`config.mk`:
```
export PLATFORM = sky130hd
export DESIGN_NAME = tlc_conflict_monitor
export DESIGN_NICKNAME = d
export VERILOG_FILES = /design/src/rtl/tlc_conflict_monitor.sv
export SDC_FILE = /design/constraint.sdc
export NUM_CORES = 1
export LEC_CHECK = 0
export CORE_ASPECT_RATIO = 0.7
export CORE_UTILIZATION = 40
export CTS_BUF_LIST = sky130_fd_sc_hd__clkbuf_8
export CTS_CLUSTER_DIAMETER = 50
export DETAILED_ROUTE_END_ITERATION = 10
export DONT_BUFFER_PORTS = 1
export GPL_ROUTABILITY_DRIVEN = 0
export PLACE_DENSITY = 0.59
export SLEW_MARGIN = 20
export SYNTH_ARGS = -nofsm -noshare
export SYNTH_HDL_FRONTEND = slang
export SYNTH_SLANG_ARGS = --single-unit
export TNS_END_PERCENT = 10
```
`constraint.sdc`:
```
create_clock -name clk -period 2.35 [get_ports clk]
set_input_delay 0.47 -clock clk [delete_from_list [all_inputs] [get_ports clk]]
set_output_delay 0.47 -clock clk [all_outputs]
set_load 0.05 [all_outputs]
```
`src/rtl/tlc_conflict_monitor.sv`:
```
// tlc_conflict_monitor: traffic-light lamp safety monitor with fault flash and all-red recovery.
// Define TLC_MON_WATCHDOG_EN to add the stuck-phase watchdog (fault_code 5).
module tlc_conflict_monitor #(
   parameter int MIN_YELLOW    = 3,
   parameter int FLASH_HALF    = 4,
   parameter int ALLRED_CYCLES = 2,
   parameter int MAX_PHASE     = 64
) (
   input  logic       clk,
   input  logic       reset,
   input  logic [2:0] highway_lights,
   input  logic [2:0] country_lights,
   input  logic       fault_clear,
   output logic [2:0] highway_lamps,
   output logic [2:0] country_lamps,
   output logic       fault,
   output logic [2:0] fault_code
);
   localparam logic [2:0] G = 3'b001;
   localparam logic [2:0] Y = 3'b010;
   localparam logic [2:0] R = 3'b100;
   localparam int FW = $clog2(2 * FLASH_HALF);
   localparam int RW = $clog2(ALLRED_CYCLES + 1);
   localparam logic [3:0]    MY     = 4'(MIN_YELLOW);
   localparam logic [FW-1:0] F_LAST = FW'(2 * FLASH_HALF - 1);
   localparam logic [FW-1:0] F_HALF = FW'(FLASH_HALF);
   localparam logic [RW-1:0] R_LAST = RW'(ALLRED_CYCLES - 1);

   typedef enum logic [1:0] {ST_MONITOR, ST_FAULT, ST_RECOVER} state_t;

   state_t        state;
   logic [2:0]    prev_hw, prev_cw;
   logic [3:0]    ycnt_hw, ycnt_cw;
   logic [FW-1:0] flash_cnt, flash_next;
   logic [RW-1:0] rec_cnt;
   logic          v1, v2, v3, v4, v5, trip;
   logic [2:0]    safe_code, mon_code, trip_code;

   function automatic logic onehot(input logic [2:0] v);
      return v == G || v == Y || v == R;
   endfunction

   function automatic logic legal(input logic [2:0] p, input logic [2:0] n);
      return n == p || (p == G && n == Y) || (p == Y && n == R) || (p == R && n == G);
   endfunction

   function automatic logic [3:0] ynext(input logic [3:0] cnt, input logic [2:0] v);
      return v == Y ? (cnt == 4'hF ? cnt : cnt + 4'd1) : 4'd0;
   endfunction

   always_comb begin
      v1 = !onehot(highway_lights) || !onehot(country_lights);
      v2 = highway_lights != R && country_lights != R;
      v3 = !legal(prev_hw, highway_lights) || !legal(prev_cw, country_lights);
      v4 = (prev_hw == Y && highway_lights == R && ycnt_hw < MY) ||
           (prev_cw == Y && country_lights == R && ycnt_cw < MY);
      safe_code = v1 ? 3'd1 : v2 ? 3'd2 : 3'd0;
      mon_code = safe_code != 3'd0 ? safe_code : v3 ? 3'd3 : v4 ? 3'd4 : v5 ? 3'd5 : 3'd0;
      trip = (state == ST_MONITOR && mon_code != 3'd0) || (state == ST_RECOVER && safe_code != 3'd0);
      trip_code = state == ST_RECOVER ? safe_code : mon_code;
      flash_next = flash_cnt == F_LAST ? '0 : flash_cnt + 1'b1;
   end

`ifdef TLC_MON_WATCHDOG_EN
   localparam int WW = $clog2(MAX_PHASE + 1);
   localparam logic [WW-1:0] W_LIM = WW'(MAX_PHASE);
   logic [WW-1:0] wd_cnt;
   logic          same;

   // wd_cnt holds the length of the current phase, the changing cycle included
   assign same = highway_lights == prev_hw && country_lights == prev_cw;
   assign v5   = same && wd_cnt + 1'b1 == W_LIM;

   always_ff @(posedge clk) begin
      if (reset || state != ST_MONITOR)
         wd_cnt <= '0;
      else
         wd_cnt <= same ? wd_cnt + 1'b1 : WW'(1);
   end
`else
   assign v5 = 1'b0;
`endif

   always_ff @(posedge clk) begin
      if (reset) begin
         state         <= ST_MONITOR;
         highway_lamps <= R;
         country_lamps <= R;
         fault         <= 1'b0;
         fault_code    <= 3'd0;
         prev_hw       <= R;
         prev_cw       <= R;
         ycnt_hw       <= 4'd0;
         ycnt_cw       <= 4'd0;
         flash_cnt     <= '0;
         rec_cnt       <= '0;
      end else if (trip) begin
         state         <= ST_FAULT;
         fault         <= 1'b1;
         fault_code    <= trip_code;
         highway_lamps <= R;
         country_lamps <= R;
         flash_cnt     <= '0;
      end else begin
         case (state)
            ST_MONITOR: begin
               highway_lamps <= highway_lights;
               country_lamps <= country_lights;
               prev_hw       <= highway_lights;
               prev_cw       <= country_lights;
               ycnt_hw       <= ynext(ycnt_hw, highway_lights);
               ycnt_cw       <= ynext(ycnt_cw, country_lights);
            end
            ST_FAULT: begin
               if (fault_clear && safe_code == 3'd0) begin
                  state         <= ST_RECOVER;
                  fault         <= 1'b0;
                  fault_code    <= 3'd0;
                  highway_lamps <= R;
                  country_lamps <= R;
                  rec_cnt       <= '0;
                  prev_hw       <= highway_lights;
                  prev_cw       <= country_lights;
                  ycnt_hw       <= MY;
                  ycnt_cw       <= MY;
               end else begin
                  flash_cnt     <= flash_next;
                  highway_lamps <= flash_next < F_HALF ? R : 3'b000;
                  country_lamps <= flash_next < F_HALF ? R : 3'b000;
               end
            end
            ST_RECOVER: begin
               // sequence history is rebuilt here so MONITOR resumes without false trips
               prev_hw <= highway_lights;
               prev_cw <= country_lights;
               ycnt_hw <= MY;
               ycnt_cw <= MY;
               if (rec_cnt == R_LAST) begin
                  state         <= ST_MONITOR;
                  highway_lamps <= highway_lights;
                  country_lamps <= country_lights;
               end else begin
                  rec_cnt <= rec_cnt + 1'b1;
               end
            end
            default: state <= ST_MONITOR;
         endcase
      end
   end
endmodule

```
==> out/metrics.cfg, run 1 <==
[run_status]
status=finished, final reports clean

[synth]
syn_nets=253
yosys.area.top_type=dfxtp_1
synth_common_cells=dfxtp_1, nor2_1, a21oi_1
async_reset_ff_share_pct=0
synth-seq-cells=31
yosys-top-cells-area=dfxtp_1, ha_1, a21oi_1, nor2_1, nand2_1
ys_types=49
ys_seq_area_share_pct=31.79
syn_inst=235
ys_warn_count=0
synth.avg_cell_area_um2=8.306
synth_top_flop_cell=dfxtp_1
synth_edf_count=0
yosysMostFrequentCell=dfxtp_1
netlist_area_um2=1952
yosysTopAreaCellShare_pct=31.79

[timing]
tns_ps=0
slew_viol_final=0
slew_headroom_pct=63.43
worst_clock_skew_ps=9.661
worstMarginPinSlew_ps=547.8
finalHoldViolCount=0
period_share_pct=91.20
max_freq_mhz=466.6
post-route-min-period_ps=2143
rsz0062_at_grt=no
setup_violations=0

[min_path]
hp-start=reset
hold_path_end=ycnt_hw[3]
hp-class=primary input to register
min_path_cells=1

[global_routing]
grt_remaining_overflow=0
grt_first_pass_wirelength_um=6962
grt_max_degree=26
antenna_found_initial=0
grt_pass1_vias=1360
track_usage_pct=17.40

[detailed_routing]
met3_length_um=201
first_iter_violations=92
met2_wirelength_um=1587
vias=1640
first_pass_iters=4
wirelength_um=4266
ant_nets=0
highest_layer=met4
drcViolationCount=0
wl_per_cell_um=14.56
met1_length_um=2439
avgViaCountPerCell=5.597

[critical_path]
reg2reg_depth=8
reg2reg_to=ycnt_hw[2]
critPathKind=register to register
crit_path_end_kind=register
critPathArrivalTime_ps=2320
r2r_start=prev_cw[2]
worstSetupStartpoint=prev_cw[2]
required_ps=2520
rrSetupSlack_ps=210
crit_fanout=18
start_kind=register

[cells_and_area]
fin_nets=256
antenna_cells=0
area_growth_pct=7.821
drive_gt1_share_pct=10.92
fin_util_pct=46.72
fin_area_um2=2105

[cts]
clkTransAtPathRegs_ps=70
cts_setup_buffers=0
worstSkewPairLatency_ps=280
cts-resized-gates=0
numCtsBuffers=5
cts_buffer_depth=2
h-tree-depth=2
cts.hold.buffers_added=0
cts_tree=done
clockRootBuffer=clkbuf_8
clock_sinks=31

[pwr]
power.density_nw_per_um2=576.2
total_power_uw=1213
ir_drop_mv=0.2730
p_leak_uw=0.0007765

[floorplan]
row_count=20
die_w_um=85.49
dieArea_um2=5167
initial_utilization_pct=43.33
io_pins=19
coreArea_um2=4504
fp.dieH_um=60.45

[flow_run]
max_cap_viol_count=0

[placement]
hpwl_um=3143
numPortBuffers=0
placed_area_um2=2017

## worst max-delay path, cell delays in order (launching register included)
cell	delay, ps
dfxtp_1	460
nor4bb_1	310
o21ai_0	130
nand3_1	200
nand4b_4	150
a211oi_4	300
buf_12	190
nand2_1	60
a32o_1	240
## power breakdown
part	total [uW]	switching (uW)	internal [uW]
Clock	416	187	229
Combinational	191	99.9	90.9
Sequential	606	55.2	551
Total	1210	342	871
## flip-flops by register name (all words and copies together) (netlist names)
register,count
state,2
ycnt_cw,4
fault,1
rec_cnt,2
ycnt_hw,4
fault_code,3
flash_cnt,3
highway_lamps,3
prev_hw,3
prev_cw,3
country_lamps,3
## cell families after synthesis
kind of cell	after synthesis	share of synthesized area (%)
compound gates	57	19.04
fa+ha+maj	9	5.769
buf+inv	18	5.063
mux	5	2.628
flops	31	31.80
simple gates	106	31.67
xor+xnor	9	4.038
## stage by stage
step | worst slack (ps) | cells | hold slack, ps
2_1_floorplan | 123.4 | 235 | 440.6
3_3_place_gp | 230.8 | 286 | 451.8
3_5_place_dp | 205.3 | 286 | 457.0
4_1_cts | 209.1 | 293 | 246.0
5_1_grt | 50.95 | 293 | 246.9
6_report | 206.8 | 293 | 253.8
## placed cells by master, fill, tap and decap left out, types with 3 or more instances in the layout
cell,instances
a211oi_1,6
a21oi_1,22
buf_4,7
clkbuf_8,6
dfxtp_1,31
ha_1,9
inv_1,6
mux2i_1,4
nand2_1,18
nand2b_1,6
nand3_1,13
nor2_1,28
nor2b_1,3
nor3_1,8
nor3b_1,8
nor4bb_1,5
o21ai_0,10
o22ai_1,3
xnor2_1,4
xor2_1,5
## metal layers
metal	track usage, %	up-vias
met5	0	-
met4	5.714	0
met3	4.626	4
met2	21.71	31
met1	27.66	746
li1	-	859
## worst max path at each step
stage	depth (start not counted)	slack [ps]	end
after global routing	8	50	ycnt_hw[0]
after floorplan	8	120	prev_cw[0]
after global placement	7	230	ycnt_hw[2]
final	8	210	ycnt_hw[2]
after detailed placement	8	210	ycnt_hw[2]
after CTS	8	210	ycnt_hw[2]
## layout make-up
cell class                      instances  area [um^2]
Fill cell                             455         2400
Multi-Input combinational cell        186         1232
Clock inverter                          1        5.005
Tap cell                               55        68.82
Inverter                                6        22.52
Clock buffer                            6        82.58
Sequential cell                        31        620.6
Timing Repair Buffer                    8        72.57
Note: power is estimated with default switching activity, not from simulation.
==> run 2, diff against run 1 <==
--- a/config.mk
+++ b/config.mk
@@ -13,6 +13,7 @@
 export DONT_BUFFER_PORTS = 1
 export GPL_ROUTABILITY_DRIVEN = 0
 export PLACE_DENSITY = 0.59
+export REMOVE_ABC_BUFFERS = 1
 export SLEW_MARGIN = 20
 export SYNTH_ARGS = -nofsm -noshare
 export SYNTH_HDL_FRONTEND = slang
==> out/metrics.cfg, run 2 (synthesis results as in run 1) <==
[cells_and_area]
area_growth_pct=8.141
antenna_cells=0  ; unchanged
reg.largest.list=ycnt_cw x4, ycnt_hw x4
fin_util_pct=46.86  ; +0.14 points
final_cell_mix=dfxtp_1, nor2_1, a21oi_1, nand2_1, nand3_1
drive_gt1_share_pct=11.30  ; +0.37 points
fin_area_um2=2111  ; +0.30%
fin_nets=256  ; unchanged
final_common_cell=dfxtp_1

[cts]
clock_sinks=31  ; unchanged
numCtsBuffers=5  ; unchanged
cts_setup_buffers=0  ; unchanged
clkTransAtPathRegs_ps=70  ; about the same
worstSkewPairLatency_ps=280  ; about the same
clockRootBuffer=clkbuf_8
cts_tree=done
h-tree-depth=2  ; unchanged
cts_buffer_depth=2  ; unchanged

[detailed_routing]
wirelength_um=4464  ; +4.6%
drcViolationCount=0  ; unchanged
wl_per_cell_um=15.18  ; +4.3%
ant_nets=0  ; unchanged
first_pass_iters=4  ; unchanged
avgViaCountPerCell=5.762  ; +2.9%
vias=1694  ; +3.3%
first_iter_violations=82  ; -11%

[placement]
placed_area_um2=2004  ; -0.62%
numPortBuffers=0  ; unchanged
place_ws_ps=209.2  ; +3.904 ps
hpwl_um=3174  ; +1.0%

[timing]
rsz0062_at_grt=no
whs_ps=252.6  ; -1.231 ps
period_share_pct=94.71  ; +3.5 points
max_freq_mhz=449.3  ; -3.7%
worstMarginPinSlew_ps=556.2  ; +8.321 ps
slew_viol_final=0  ; unchanged
slew_headroom_pct=62.53  ; -0.90 points
finalHoldViolCount=0  ; unchanged
post-route-min-period_ps=2226  ; +82.48 ps
fin_ws_ps=124.3  ; -82.48 ps
worst_clock_skew_ps=2.462  ; -7.200 ps
setup_violations=0  ; unchanged
tns_ps=0  ; unchanged

[pwr]
power.density_nw_per_um2=602.4  ; +4.5%
ir_drop_mv=0.2742  ; +0.46%
p_leak_uw=0.0007832  ; +0.87%

[floorplan]
die_w_um=85.49  ; unchanged
dieArea_um2=5167  ; unchanged
initial_utilization_pct=43.33  ; unchanged
io_pins=19  ; unchanged
coreArea_um2=4504  ; unchanged
fp.dieH_um=60.45  ; unchanged
row_count=20  ; unchanged

[critical_path]
rrSetupSlack_ps=120  ; -80 ps
critPathArrivalTime_ps=2390  ; +70 ps
critPathKind=register to register
start_kind=register
crit_path_end_kind=register
cp_cell_sequence=ha_1 > nor4_1 > nand3_1 > o21a_1 > nand4b_4 > nand2_1 > buf_4 > nor3_1 > a211oi_1
required_ps=2510  ; about the same
max_stage_delay_ps=340  ; -120 ps
crit_fanout=5  ; -13
crit_path_top_delay_cell=dfxtp_1

[flow_run]
max_cap_viol_count=0  ; unchanged

[run_status]
status=finished, final reports clean

[min_path]
hp-class=primary input to register

[global_routing]
grt_first_pass_wirelength_um=7465  ; +7.2%
grt_remaining_overflow=0  ; unchanged
antenna_found_initial=0  ; unchanged
grt_max_degree=26  ; unchanged
track_usage_pct=18.96  ; +1.6 points
grt_pass1_vias=1465  ; +7.7%

==> run 2: cell count changes in the layout (fill, tap and decap cells not counted), sizes merged <==
| cell | change |
|---|---|
| inv | +1 |
| clkbuf | +1 |
| clkinv | -1 |
==> run 2: metrics by stage <==
step           power, uW  cells
2_1_floorplan      753.3    223
3_3_place_gp       807.0    286
3_5_place_dp       805.6    286
4_1_cts             1274    294
5_1_grt             1329    294
6_report            1271    294
==> run 2: timing repair <==
action | 4_1_cts | 5_1_grt
resized for setup | 0 | 1
hold buffers | 0 | 0
endpoints found under the setup margin | 0 | 1
==> run 2: final cells by class <==
| cell class | instances | area (um^2) |
|---|---|---|
| fill | 455 | 2394 |
| multi-input combinational | 186 | 1239 |
| sequential | 31 | 620.6 |
| clock buffer | 7 | 96.34 |
| tap | 55 | 68.82 |
| timing repair buffer | 8 | 60.06 |
| inverter | 6 | 22.52 |
| clock inverter | 1 | 3.754 |
==> run 2: report_power, final <==
group / leakage (uW) / switching [uW] / internal, uW
clock network: 0.0000557 / 211 / 263
logic: 0.000475 / 102 / 89.4
registers: 0.000253 / 55.3 / 551
==> run 2: routing by layer <==
layer	track usage, %	up-vias	routed length [um]	part of all wire (%)
met5	0	-	0	0
met4	4.762	0	35	0.78
met3	5.850	4	236	5.3
met2	24.57	46	1682	38
met1	29.50	790	2509	56
li1	-	854	-	-
==> run 2: final timing paths <==
path	from	endpoint	cells after the start
worst min-delay path	reset	ycnt_cw[3]	1
worst max register to register	ycnt_hw[0]	fault_code[0]	9
worst max-delay path	ycnt_hw[0]	fault_code[0]	9
worst min register to register	flash_cnt[2]	flash_cnt[2]	2
==> run 2: critical path, delay by kind of cell (launching register included) <==
kind | cells | cell delay [ps]
simple gates | 5 | 1020
flops | 1 | 340
compound gates | 2 | 300
fa+ha+maj | 1 | 260
buf+inv | 1 | 170
==> run 3, diff against run 2 <==
--- a/config.mk
+++ b/config.mk
@@ -8,10 +8,11 @@
 export CORE_ASPECT_RATIO = 0.7
 export CORE_UTILIZATION = 40
 export CTS_BUF_LIST = sky130_fd_sc_hd__clkbuf_8
-export CTS_CLUSTER_DIAMETER = 50
+export CTS_CLUSTER_DIAMETER = 120
 export DETAILED_ROUTE_END_ITERATION = 10
 export DONT_BUFFER_PORTS = 1
 export GPL_ROUTABILITY_DRIVEN = 0
+export MAX_ROUTING_LAYER = met4
 export PLACE_DENSITY = 0.59
 export REMOVE_ABC_BUFFERS = 1
 export SLEW_MARGIN = 20
==> out/metrics.cfg, run 3 (synthesis results as in run 1) <==
[timing]
slew_headroom_pct=62.91  ; +0.38 points
rsz0062_at_grt=no
tns_ps=0  ; unchanged
slew_viol_final=0  ; unchanged
post-route-min-period_ps=2159  ; -66.50 ps
setup_violations=0  ; unchanged
worstMarginPinSlew_ps=550.5  ; -5.679 ps
finalHoldViolCount=0  ; unchanged
max_freq_mhz=463.1  ; +3.1%
worst_clock_skew_ps=3.933  ; +1.471 ps
period_share_pct=91.88  ; -2.8 points

[detailed_routing]
vias=1697  ; +0.18%
first_pass_iters=4  ; unchanged
avgViaCountPerCell=5.772  ; +0.18%
ant_nets=0  ; unchanged
first_iter_violations=58  ; -29%
wirelength_um=4454  ; -0.22%
wl_per_cell_um=15.15  ; -0.22%
drcViolationCount=0  ; unchanged

[cts]
cts_setup_buffers=0  ; unchanged
clock_sinks=31  ; unchanged
clkTransAtPathRegs_ps=70  ; about the same
cts_tree=done
cts_buffer_depth=2  ; unchanged
worstSkewPairLatency_ps=290  ; about the same
numCtsBuffers=5  ; unchanged
h-tree-depth=2  ; unchanged
clockRootBuffer=clkbuf_8

[global_routing]
gr-usage-met2_pct=24.57  ; unchanged
track_usage_pct=19.60  ; +0.64 points
grtUsageMet1_pct=29.50  ; unchanged
grt_remaining_overflow=0  ; unchanged
antenna_found_initial=0  ; unchanged
grt_first_pass_wirelength_um=7458  ; about the same
use_met3_pct=5.850  ; unchanged
grt_pass1_vias=1467  ; +0.14%
grt_max_degree=26  ; unchanged
top_usage_layer=met1

[critical_path]
cp_top_family=simple AND/OR/NAND/NOR gates
path_buf_inv=1  ; unchanged
reg2reg_depth=9  ; unchanged
cp.depth=9  ; unchanged
cp_cell_sequence=ha_1 > nor4_1 > nand3_1 > o21a_1 > nand4b_4 > a21oi_1 > nor3b_2 > buf_4 > a31o_2
crit_fanout=6  ; +1
max_stage_delay_ps=340  ; about the same
critPathArrivalTime_ps=2340  ; -50 ps
crit_path_top_delay_cell=dfxtp_1
required_ps=2530  ; +20 ps
critPathKind=register to register
start_kind=register
crit_path_end_kind=register

[cells_and_area]
final_cell_mix=dfxtp_1, nor2_1, a21oi_1, nand2_1, nand3_1
reg.largest.list=ycnt_cw x4, ycnt_hw x4
final_common_cell=dfxtp_1
area_growth_pct=8.141  ; unchanged
fin_nets=256  ; unchanged
antenna_cells=0  ; unchanged
fin_cells=294  ; unchanged
drive_gt1_share_pct=11.30  ; unchanged

[floorplan]
die_w_um=85.49  ; unchanged
initial_utilization_pct=43.33  ; unchanged
io_pins=19  ; unchanged
fp.dieH_um=60.45  ; unchanged
row_count=20  ; unchanged
coreArea_um2=4504  ; unchanged
dieArea_um2=5167  ; unchanged

[min_path]
hp-class=primary input to register
min_path_cells=1  ; unchanged

[pwr]
power.density_nw_per_um2=603.6  ; +0.20%
ir_drop_mv=0.2739  ; -0.13%
p_leak_uw=0.0007832  ; unchanged

[placement]
dp_cells=286  ; unchanged
hpwl_um=3174  ; unchanged
numPortBuffers=0  ; unchanged

[run_status]
status=finished, final reports clean

[flow_run]
max_cap_viol_count=0  ; unchanged

run 3: cell counts in the layout (fill, tap and decap cells not counted):
Identical to the previous run, type by type.
run 3: final cells by class:
| type | instances | area, um^2 |
|---|---|---|
| Inverter | 6 | 22.52 |
| Fill cell | 455 | 2394 |
| Clock inverter | 1 | 3.754 |
| Timing Repair Buffer | 8 | 60.06 |
| Clock buffer | 7 | 96.34 |
| Sequential cell | 31 | 620.6 |
| Multi-Input combinational cell | 186 | 1239 |
| Tap cell | 55 | 68.82 |
run 3: what timing repair did:
action,CTS,global route
endpoints found under the setup margin,0,1
resized for setup,0,1
hold buffers,0,0
run 3: report_power, final:
group	internal [uW]	switching, uW	total [uW]
sequential	551	55.3	606
combinational	89.4	101	191
clock	263	214	478
total	903	371	1270
run 3: path summary, 6_finish.rpt:
path | end | slack [ps] | from
setup / recovery | ycnt_cw[2] | 190 | ycnt_hw[0]
setup reg to reg | ycnt_cw[2] | 190 | ycnt_hw[0]
hold reg to reg | flash_cnt[2] | 470 | flash_cnt[2]
hold / removal | ycnt_cw[3] | 250 | reset
run 3: layer usage:
layer  wire length, um  part of all wire, %
met1              2512                   56
met2              1686                   38
met3               215                  4.8
met4                40                 0.90
met5                 0                    0
run 3: stage by stage:
stage / setup WS [ps] / hold slack [ps] / instance area, um^2 / total power [uW] / util, %
CTS: 196.5 / 244.3 / 2105 / 1274 / 46.72
floorplan: 116.5 / 440.6 / 1876 / 753.3 / -
global route: 3.539 / 234.9 / 2111 / 1329 / 46.86
global placement: 228.6 / 450.9 / 2004 / 807.0 / 44.50
detailed placement: 209.2 / 461.5 / 2004 / 805.6 / 44.50
finish: 190.8 / 246.1 / 2111 / 1274 / 46.86
